`config.mk`:
```
export PLATFORM = sky130hd
export DESIGN_NAME = call_stack_ctrl
export DESIGN_NICKNAME = d
export VERILOG_FILES = /design/src/rtl/cpu_pkg.sv /design/src/rtl/stack_ram.sv /design/src/rtl/call_stack_ctrl.sv
export SDC_FILE = /design/constraint.sdc
export NUM_CORES = 1
export LEC_CHECK = 0
export BUFFER_PORTS_ARGS = -buffer_cell sky130_fd_sc_hd__buf_2
export CORE_MARGIN = 2
export CORE_UTILIZATION = 40
export CTS_BUF_LIST = sky130_fd_sc_hd__clkbuf_4 sky130_fd_sc_hd__clkbuf_8
export CTS_CLUSTER_DIAMETER = 100
export DETAILED_ROUTE_END_ITERATION = 16
export GPL_TIMING_DRIVEN = 0
export HOLD_SLACK_MARGIN = 0.03
export PLACE_DENSITY_LB_ADDON = 0.15
export SLEW_MARGIN = 10
export SYNTH_ARGS = -nofsm -noshare
export SYNTH_HDL_FRONTEND = slang
export SYNTH_SLANG_ARGS = --single-unit
```
`constraint.sdc`:
```
create_clock -name clock -period 3.4 [get_ports clock]
set_input_delay 0.17 -clock clock [delete_from_list [all_inputs] [get_ports clock]]
set_output_delay 0.17 -clock clock [all_outputs]
set_load 0.05 [all_outputs]
```
`src/rtl/cpu_pkg.sv`:
```
// cpu_pkg: shared widths, opcode constants and call-stack FSM state type
package cpu_pkg;
  localparam int ADDR_W  = 12;
  localparam int INSTR_W = 19;
  localparam logic [4:0] OP_JMP = 5'b11100;
  localparam logic [4:0] OP_JSB = 5'b11101;
  localparam logic [5:0] OP_RET = 6'b111100;
  typedef enum logic {IDLE, FLUSH} cs_state_t;
endpackage

```
`src/rtl/stack_ram.sv`:
```
// stack_ram: DEPTH x W register file, one synchronous write port, one asynchronous read port
module stack_ram #(
  parameter int DEPTH = 8,
  parameter int W     = 12,
  parameter int AW    = $clog2(DEPTH)
) (
  input  logic          i_clk,
  input  logic          i_we,
  input  logic [AW-1:0] i_waddr,
  input  logic [W-1:0]  i_wdata,
  input  logic [AW-1:0] i_raddr,
  output logic [W-1:0]  o_rdata
);
  logic [W-1:0] r_mem [DEPTH];
  always_ff @(posedge i_clk)
    if (i_we) r_mem[i_waddr] <= i_wdata;
  assign o_rdata = r_mem[i_raddr];
endmodule

```
`src/rtl/call_stack_ctrl.sv`:
```
// call_stack_ctrl: return-address LIFO plus flush sequencer that opens a bubble window
// after every accepted push/pop/stall event.
module call_stack_ctrl import cpu_pkg::*; #(
  parameter int DEPTH        = 8,
  parameter int ADDR_W       = cpu_pkg::ADDR_W,
  parameter int FLUSH_CYCLES = 2,
  parameter int CW           = $clog2(DEPTH) + 1
) (
  input  logic              clock,
  input  logic              init_signal,
  input  logic              push,
  input  logic              pop,
  input  logic              stall_req,
  input  logic [ADDR_W-1:0] ret_in,
  output logic [ADDR_W-1:0] ret_addr,
  output logic              ret_valid,
  output logic              flush,
  output logic [CW-1:0]     depth_cnt,
  output logic              stack_full,
  output logic              stack_empty,
  output logic              overflow,
  output logic              underflow
);
  localparam int PW = $clog2(DEPTH);
  localparam int BW = (FLUSH_CYCLES > 1) ? $clog2(FLUSH_CYCLES) : 1;
  cs_state_t         r_state, w_next;
  logic [BW-1:0]     r_cnt;
  logic [CW-1:0]     r_depth;
  logic [ADDR_W-1:0] r_ret_addr, w_rd_data;
  logic              r_ret_valid, r_ovf, r_unf;
  logic              w_idle, w_event, w_pop, w_push, w_we;
  logic [PW-1:0]     w_rd_idx;
  assign w_idle      = r_state == IDLE;
  assign w_event     = w_idle && (push || pop || stall_req);
  // pop beats push; a push that loses is silently dropped
  assign w_pop       = w_idle && pop;
  assign w_push      = w_idle && push && !pop;
  assign stack_full  = r_depth == CW'(DEPTH);
  assign stack_empty = r_depth == '0;
  assign w_we        = w_push && !stack_full;
  assign w_rd_idx    = PW'(r_depth - CW'(1));
  stack_ram #(.DEPTH(DEPTH), .W(ADDR_W)) u_ram (
    .i_clk   (clock),
    .i_we    (w_we),
    .i_waddr (r_depth[PW-1:0]),
    .i_wdata (ret_in),
    .i_raddr (w_rd_idx),
    .o_rdata (w_rd_data)
  );
  always_comb begin
    w_next = r_state;
    if (w_idle) w_next = w_event ? FLUSH : IDLE;
    else        w_next = (r_cnt == '0) ? IDLE : FLUSH;
  end
  always_ff @(posedge clock) begin
    if (!init_signal) begin
      r_state     <= IDLE;
      r_cnt       <= '0;
      r_depth     <= '0;
      r_ret_addr  <= '0;
      r_ret_valid <= 1'b0;
      r_ovf       <= 1'b0;
      r_unf       <= 1'b0;
    end else begin
      r_state     <= w_next;
      r_cnt       <= w_event ? BW'(FLUSH_CYCLES - 1) : (w_idle ? r_cnt : r_cnt - 1'b1);
      r_ret_valid <= w_pop;
      if (w_pop) begin
        r_ret_addr <= stack_empty ? '0 : w_rd_data;
        if (!stack_empty) r_depth <= r_depth - 1'b1;
      end
      if (w_we) r_depth <= r_depth + 1'b1;
      if (w_push && stack_full) r_ovf <= 1'b1;
      if (w_pop && stack_empty) r_unf <= 1'b1;
    end
  end
  assign flush     = r_state == FLUSH;
  assign depth_cnt = r_depth;
  assign ret_addr  = r_ret_addr;
  assign ret_valid = r_ret_valid;
  assign overflow  = r_ovf;
  assign underflow = r_unf;
endmodule

```
; Word level (Yosys, flattened, before mapping)
; Memories as Yosys holds them, arrays and structs flattened.
; Index checks and enable logic that the tools add are counted.
[classes]
addsub = 3
mux = 11
bitwise_logic = 1
n_eq_ne = 2
reduce_logical = 15
[ops]
columns = operator, n
row1 = 12-bit 2-to-1 mux, 1
row2 = 4-bit 2-to-1 mux, 3
row3 = 1-bit logical AND, 7
row4 = 1-bit 2-to-1 mux, 7
row5 = "4-bit by 1-bit adder with 4-bit output, second input constant", 1
row6 = "4-bit equality test, second input constant", 1
row7 = 4-bit zero test, 1
row8 = 2-bit nonzero test, 2
row9 = "4-bit by 1-bit subtractor with 4-bit output, second input constant", 1
row10 = 1-bit zero test, 2
row11 = 1-bit logical OR, 2
row12 = "2-bit by 1-bit != test with 1-bit output, second input constant", 1
row13 = 2-bit AND reduction, 1
row14 = 1-bit inverter, 1
row15 = "1-bit subtractor, second input constant", 1
[word_totals]
ff_bits = 21
ram_bits = 96
n_memories = 1
input_bits = 17
[mem_list]
columns = memory, depth, word_bits, read_ports, rd_ports_with_merged_regs, wr, line_no
row1 = u_ram.r_mem, 8, 12, 1, 0, 1, stack_ram.sv:14  ; logic [W-1:0] r_mem [DEPTH];

; Depth between registers and ports, before layout
[logic_depth]
word_depth = 6
mapped_depth = 9

; Modules after synthesis
; Synthesis repeated with hierarchy kept, for this count alone.
[unflattened]
cells_unflattened = 245
hier_area_um2 = 4606.9
[modules_own_cells]
columns = mod, cells_per_inst, seq_area_each_um2, n_inst, area_per_inst_um2
row1 = stack_ram, 152, 2882.8, 1, 3747.3
row2 = call_stack_ctrl, 93, 420.4, 1, 859.6

; Worst setup path before layout
; OpenSTA, ideal clock, no wires.
[synth_path]
kind = flip-flop to flip-flop
start = register r_depth[0] (netlist: depth_cnt[0])
end = memory u_ram.r_mem[0][0] (enable)
setup_time_ns = 0.412
period_less_slack_ns = 3.384
setup_slack_ns = 0.016
path_stages_with_launch = 8
arrival_time_ns = 2.972
path_cell_list = dfxtp_1 -> buf_4 -> buf_2 -> inv_1 -> ha_1 -> nand3b_1 -> nand2_1 -> nor4_1
[synth_via]
elab_chain_len = 5
[synth_rtl]
columns = item, line_no
row1 = from (decl), call_stack_ctrl.sv:28  ; logic [CW-1:0] r_depth;
row2 = from (signal assigned), call_stack_ctrl.sv:70  ; if (!stack_empty) r_depth <= r_depth - 1'b1;
row3 = from (signal assigned), call_stack_ctrl.sv:72  ; if (w_we) r_depth <= r_depth + 1'b1;
row4 = 4-bit equality test, call_stack_ctrl.sv:38  ; assign stack_full = r_depth == CW'(DEPTH);
row5 = 1-bit zero test, call_stack_ctrl.sv:40  ; assign w_we = w_push && !stack_full;
row6 = 1-bit logical AND, call_stack_ctrl.sv:40
row7 = 1-bit 2-to-1 mux, stack_ram.sv:16  ; if (i_we) r_mem[i_waddr] <= i_wdata;
row8 = 1-bit 2-to-1 mux (implied by the code), stack_ram.sv:16
row9 = to (decl), stack_ram.sv:14
; Several ways; a longest one is shown, not always the timed one.

; Worst setup path in the final report
[layout_path]
start = register r_depth[0] (netlist: depth_cnt[0])
end = memory u_ram.r_mem[6][11] (enable)
; Same word-level chain as after synthesis.

==> summary.md <==
| Metric | Value |
|---|---|
| Delay-heaviest family, CP | `simple AND/OR/NAND/NOR gates` |
| Share of cells above drive strength 1 | `33.6%` |
| CP endpoint kind | `flop` |
| Number of I/O pins | `39` |
| Pin count of the biggest net entering global routing | `17` |
| HP Class | `input pin to flop` |
| Die span in y | `110 um` |
| Number of remaining DRC errors | `0` |
| Cells resized by post-CTS repair | `0` |
| Setup Slack @ Placement | `0.262 ns` |
| Longest Clk Path Bufs | `2` |
| Async set or reset register ratio after synthesis | `0%` |
| Final design utilization | `around 50%` |
| Final worst-path setup slack | `0.327 ns` |
| Clock transition time at the flip-flop clock pins of the worst setup and hold paths | `approximately 0.070 ns` |
| RSZ-0062 raised after global routing | `false` |
| Routability congestion estimate from global placement | `0.771` |
| Leakage power of the design | `~1.9 nW` |
| Area growth from synthesis to final layout | `23.2%` |
| Most used DFF post-synth | `sky130_fd_sc_hd__edfxtp_1` |
| Synth cell count leaders | `96 x sky130_fd_sc_hd__edfxtp_1, 25 x sky130_fd_sc_hd__nand2_1, 21 x sky130_fd_sc_hd__dfxtp_1, 20 x sky130_fd_sc_hd__mux4_2, 10 x sky130_fd_sc_hd__a22oi_1` |
| Top achievable clock speed | `roughly 330 MHz` |
| Number of sinks handled by clock tree synthesis | `about 120` |
| Mean number of vias per cell | `5.11` |
| Number of nets still failing antenna checks after routing | `0` |
| Total track usage | `17.1%` |
| Highest-delay cell along the critical path | `sky130_fd_sc_hd__nor3_2` |
| Worst Hold Slack | `between 0.07 and 0.08 ns` |
| Cell seen most often among critical-path stages | `sky130_fd_sc_hd__buf_4` |
| Final max-slew violation count | `0` |
| Flop-to-flop setup slack | `0.33 ns` |
| Vias in the first global route | `2484` |
| Number of levels the H-tree was split into | `4` |
| Starting density of the core | `41.1%` |
| Global-route wire length before repair | `13900 um` |
| Total via count in the routed design | `2477` |
| Insertion delay to the later sink of the worst-skew pair | `0.43 ns` |
| I/O Buffers | `38` |
| Reg2Reg Capture Point | `u_ram.r_mem[6][11]$_DFFE_PP_` |
| Nets@finish | `roughly 350` |
| Final period demand of the worst path | `3.07 ns` |
| Cell area power density | `between 600 and 700 nW/um^2` |
| Cell chosen for the clock root | `sky130_fd_sc_hd__clkbuf_8` |
| Post-synth cell types | `37` |
| Antenna violations before repair | `0` |
| Clock tree from TritonCTS | `built` |
| Start point of the worst hold path | `init_signal` |
| Critical path's largest stage delay | `0.66 ns` |
| Ys Warns | `0` |
| Row Count | `38` |
| Measured slew at the worst slew-check pin | `0.968 ns` |
| Number of cells on the worst hold path | `3` |
| Crit path buffers/inverters | `4` |
| Relative slew slack | `35.2%` |
| Ordered list of cells on the worst path | `buf_4, buf_2, inv_1, ha_1, nand3b_1, nand2_1, nor3_2, buf_4` |
| R2R depth | `8` |
| Max Cap Violations | `0` |
| Worst R2R Start | `depth_cnt[0]$_SDFFE_PN0P_` |
| Register bit total from synthesis | `~120` |
| Gate Count Post-Synth | `~250` |
| Overall overflow remaining after global route | `0` |
| Number of failing hold endpoints at the final stage | `0` |
| Worst-case vdd ir drop | `0.311 mV` |
| Inserted Clock Buffers | `17` |
| Die X | `110 um` |
| Outcome | `finished clean` |
| Most frequent cell after synthesis | `sky130_fd_sc_hd__edfxtp_1` |
| Arrival time at the worst endpoint | `3.21 ns` |
| Detailed Route Iter0 Violations | `193` |
| Setup TNS Final | `0 ns` |
| Area of the core | `10900 um^2` |
| Area of the die | `roughly 12000 um^2` |
| DRT Pass-1 Iters | `4` |
| Antenna diode count | `0` |
| Layout Skew | `0.00743 ns` |
| Startpoint Class | `flop` |
| Post-synth EDFFs | `96` |
| Share of the synthesized area in the top cell type | `between 60% and 70%` |
| Cell type with the highest aggregate area in the netlist | `sky130_fd_sc_hd__edfxtp_1` |
| Routed wire length per instance | `18.8 um` |
| Detailed placement HPWL | `a little under 6000 um` |
| Post-synthesis cell area | `4470 um^2` |
| Seq/Total Area, Yosys | `between 70% and 80%` |
| Post-route fraction of the period consumed by the critical path | `90.4%` |
| Synthesized Nets | `273` |
| Largest cells by area after synthesis | `sky130_fd_sc_hd__edfxtp_1 64%, sky130_fd_sc_hd__mux4_2 10%, sky130_fd_sc_hd__dfxtp_1 9.4%` |
| Capture endpoint of the worst hold path | `depth_cnt[3]$_SDFFE_PN0P_` |
| Mean Syn Cell Area | `17.6 um^2` |
| Worst EP required | `3.53 ns` |
| Wirelength, routed | `9130 um` |
| Crit path max fanout | `10` |
| Worst Path Class, Setup | `flop to flop` |
| Final setup violation count | `0` |
-- layout by cell type, fill, tap and decap left out, drive strengths merged, types with 5 or more instances in the layout --
cell type,n
a22oi,10
buf,53
clkbuf,20
clkinv,5
clkinvlp,5
dfxtp,21
dlygate4sd3,13
edfxtp,96
inv,6
mux2i,8
mux4,20
nand2,25
nand3,6
nor2,7
nor3,8
-- worst max-delay path by stage --
stage | from | to | slack [ns] | cells past startpoint
3_3_place_gp | depth_cnt[0]$_SDFFE_PN0P_ | u_ram.r_mem[0][10]$_DFFE_PP_ | -1.06 | 7
2_1_floorplan | depth_cnt[0]$_SDFFE_PN0P_ | u_ram.r_mem[0][0]$_DFFE_PP_ | 0.02 | 7
6_report | depth_cnt[0]$_SDFFE_PN0P_ | u_ram.r_mem[6][11]$_DFFE_PP_ | 0.33 | 8
4_1_cts | depth_cnt[0]$_SDFFE_PN0P_ | u_ram.r_mem[6][11]$_DFFE_PP_ | 0.24 | 8
5_1_grt | depth_cnt[0]$_SDFFE_PN0P_ | u_ram.r_mem[6][11]$_DFFE_PP_ | 0.06 | 8
3_5_place_dp | depth_cnt[0]$_SDFFE_PN0P_ | u_ram.r_mem[6][10]$_DFFE_PP_ | 0.26 | 8
-- layout make-up --
| type | instances | area (um^2) |
|---|---|---|
| multi-input cells | 122 | 1130 |
| repair buffers | 59 | 395 |
| fillers | 931 | 5380 |
| inverters | 6 | 22.5 |
| flip-flops and latches | 117 | 3300 |
| plain buffers | 9 | 47.5 |
| well taps | 140 | 175 |
| clock inverters | 14 | 184 |
| clock buffers | 18 | 248 |
-- tightest hold or removal path, delay by kind of cell --
family                 cells  cell delay [ns]
multiplexers               1             0.06
buffers and inverters      1             0.14
AND/OR/NAND/NOR            1             0.07
-- sequential cells by signal (all words and copies together) (netlist names) --
name         count
flush            1
depth_cnt        4
underflow        1
r_cnt            1
ret_addr        12
ret_valid        1
u_ram.r_mem     96
overflow         1
-- through the flow --
| step | power, mW | area (um^2) | cells |
|---|---|---|---|
| floorplan | 2.30 | 4470 | 254 |
| global placement | 2.49 | 4840 | 432 |
| detailed placement | 2.51 | 4940 | 440 |
| CTS | 3.89 | 5510 | 485 |
| global route | 4.00 | 5510 | 485 |
| finish | 3.83 | 5510 | 485 |
-- routing by layer --
metal / vias up / global-route usage, % / part of all wire, %
met5: - / 0 / 0
met4: 0 / 7.87 / 1.6
met3: 10 / 4.86 / 3.7
met2: 53 / 28.0 / 52
met1: 1247 / 21.1 / 43
li1: 1167 / - / -
-- power by group --
part	switching, mW	total, mW	internal [mW]	leakage [nW]
Clock	0.544	1.35	0.810	0.202
Sequential	0.0378	1.66	1.62	1.04
Combinational	0.522	0.821	0.299	0.707
-- logic make-up (layout without fill, tap and decap cells) --
logic type,after synthesis,in the layout,synth area share (%)
simple gates,65,65,7.33
xor+xnor,2,2,0.392
compound gates,24,24,4.06
mux,29,29,12.2
buf+inv,15,106,1.57
fa+ha+maj,2,2,0.560
flops,117,117,73.9
-- what timing repair did --
item | in CTS | in global routing
buffers inserted | 0 | 0
endpoints found under the hold margin | 97 | 0
hold buffers | 13 | 0
Note: power is estimated with default switching activity, not from simulation.
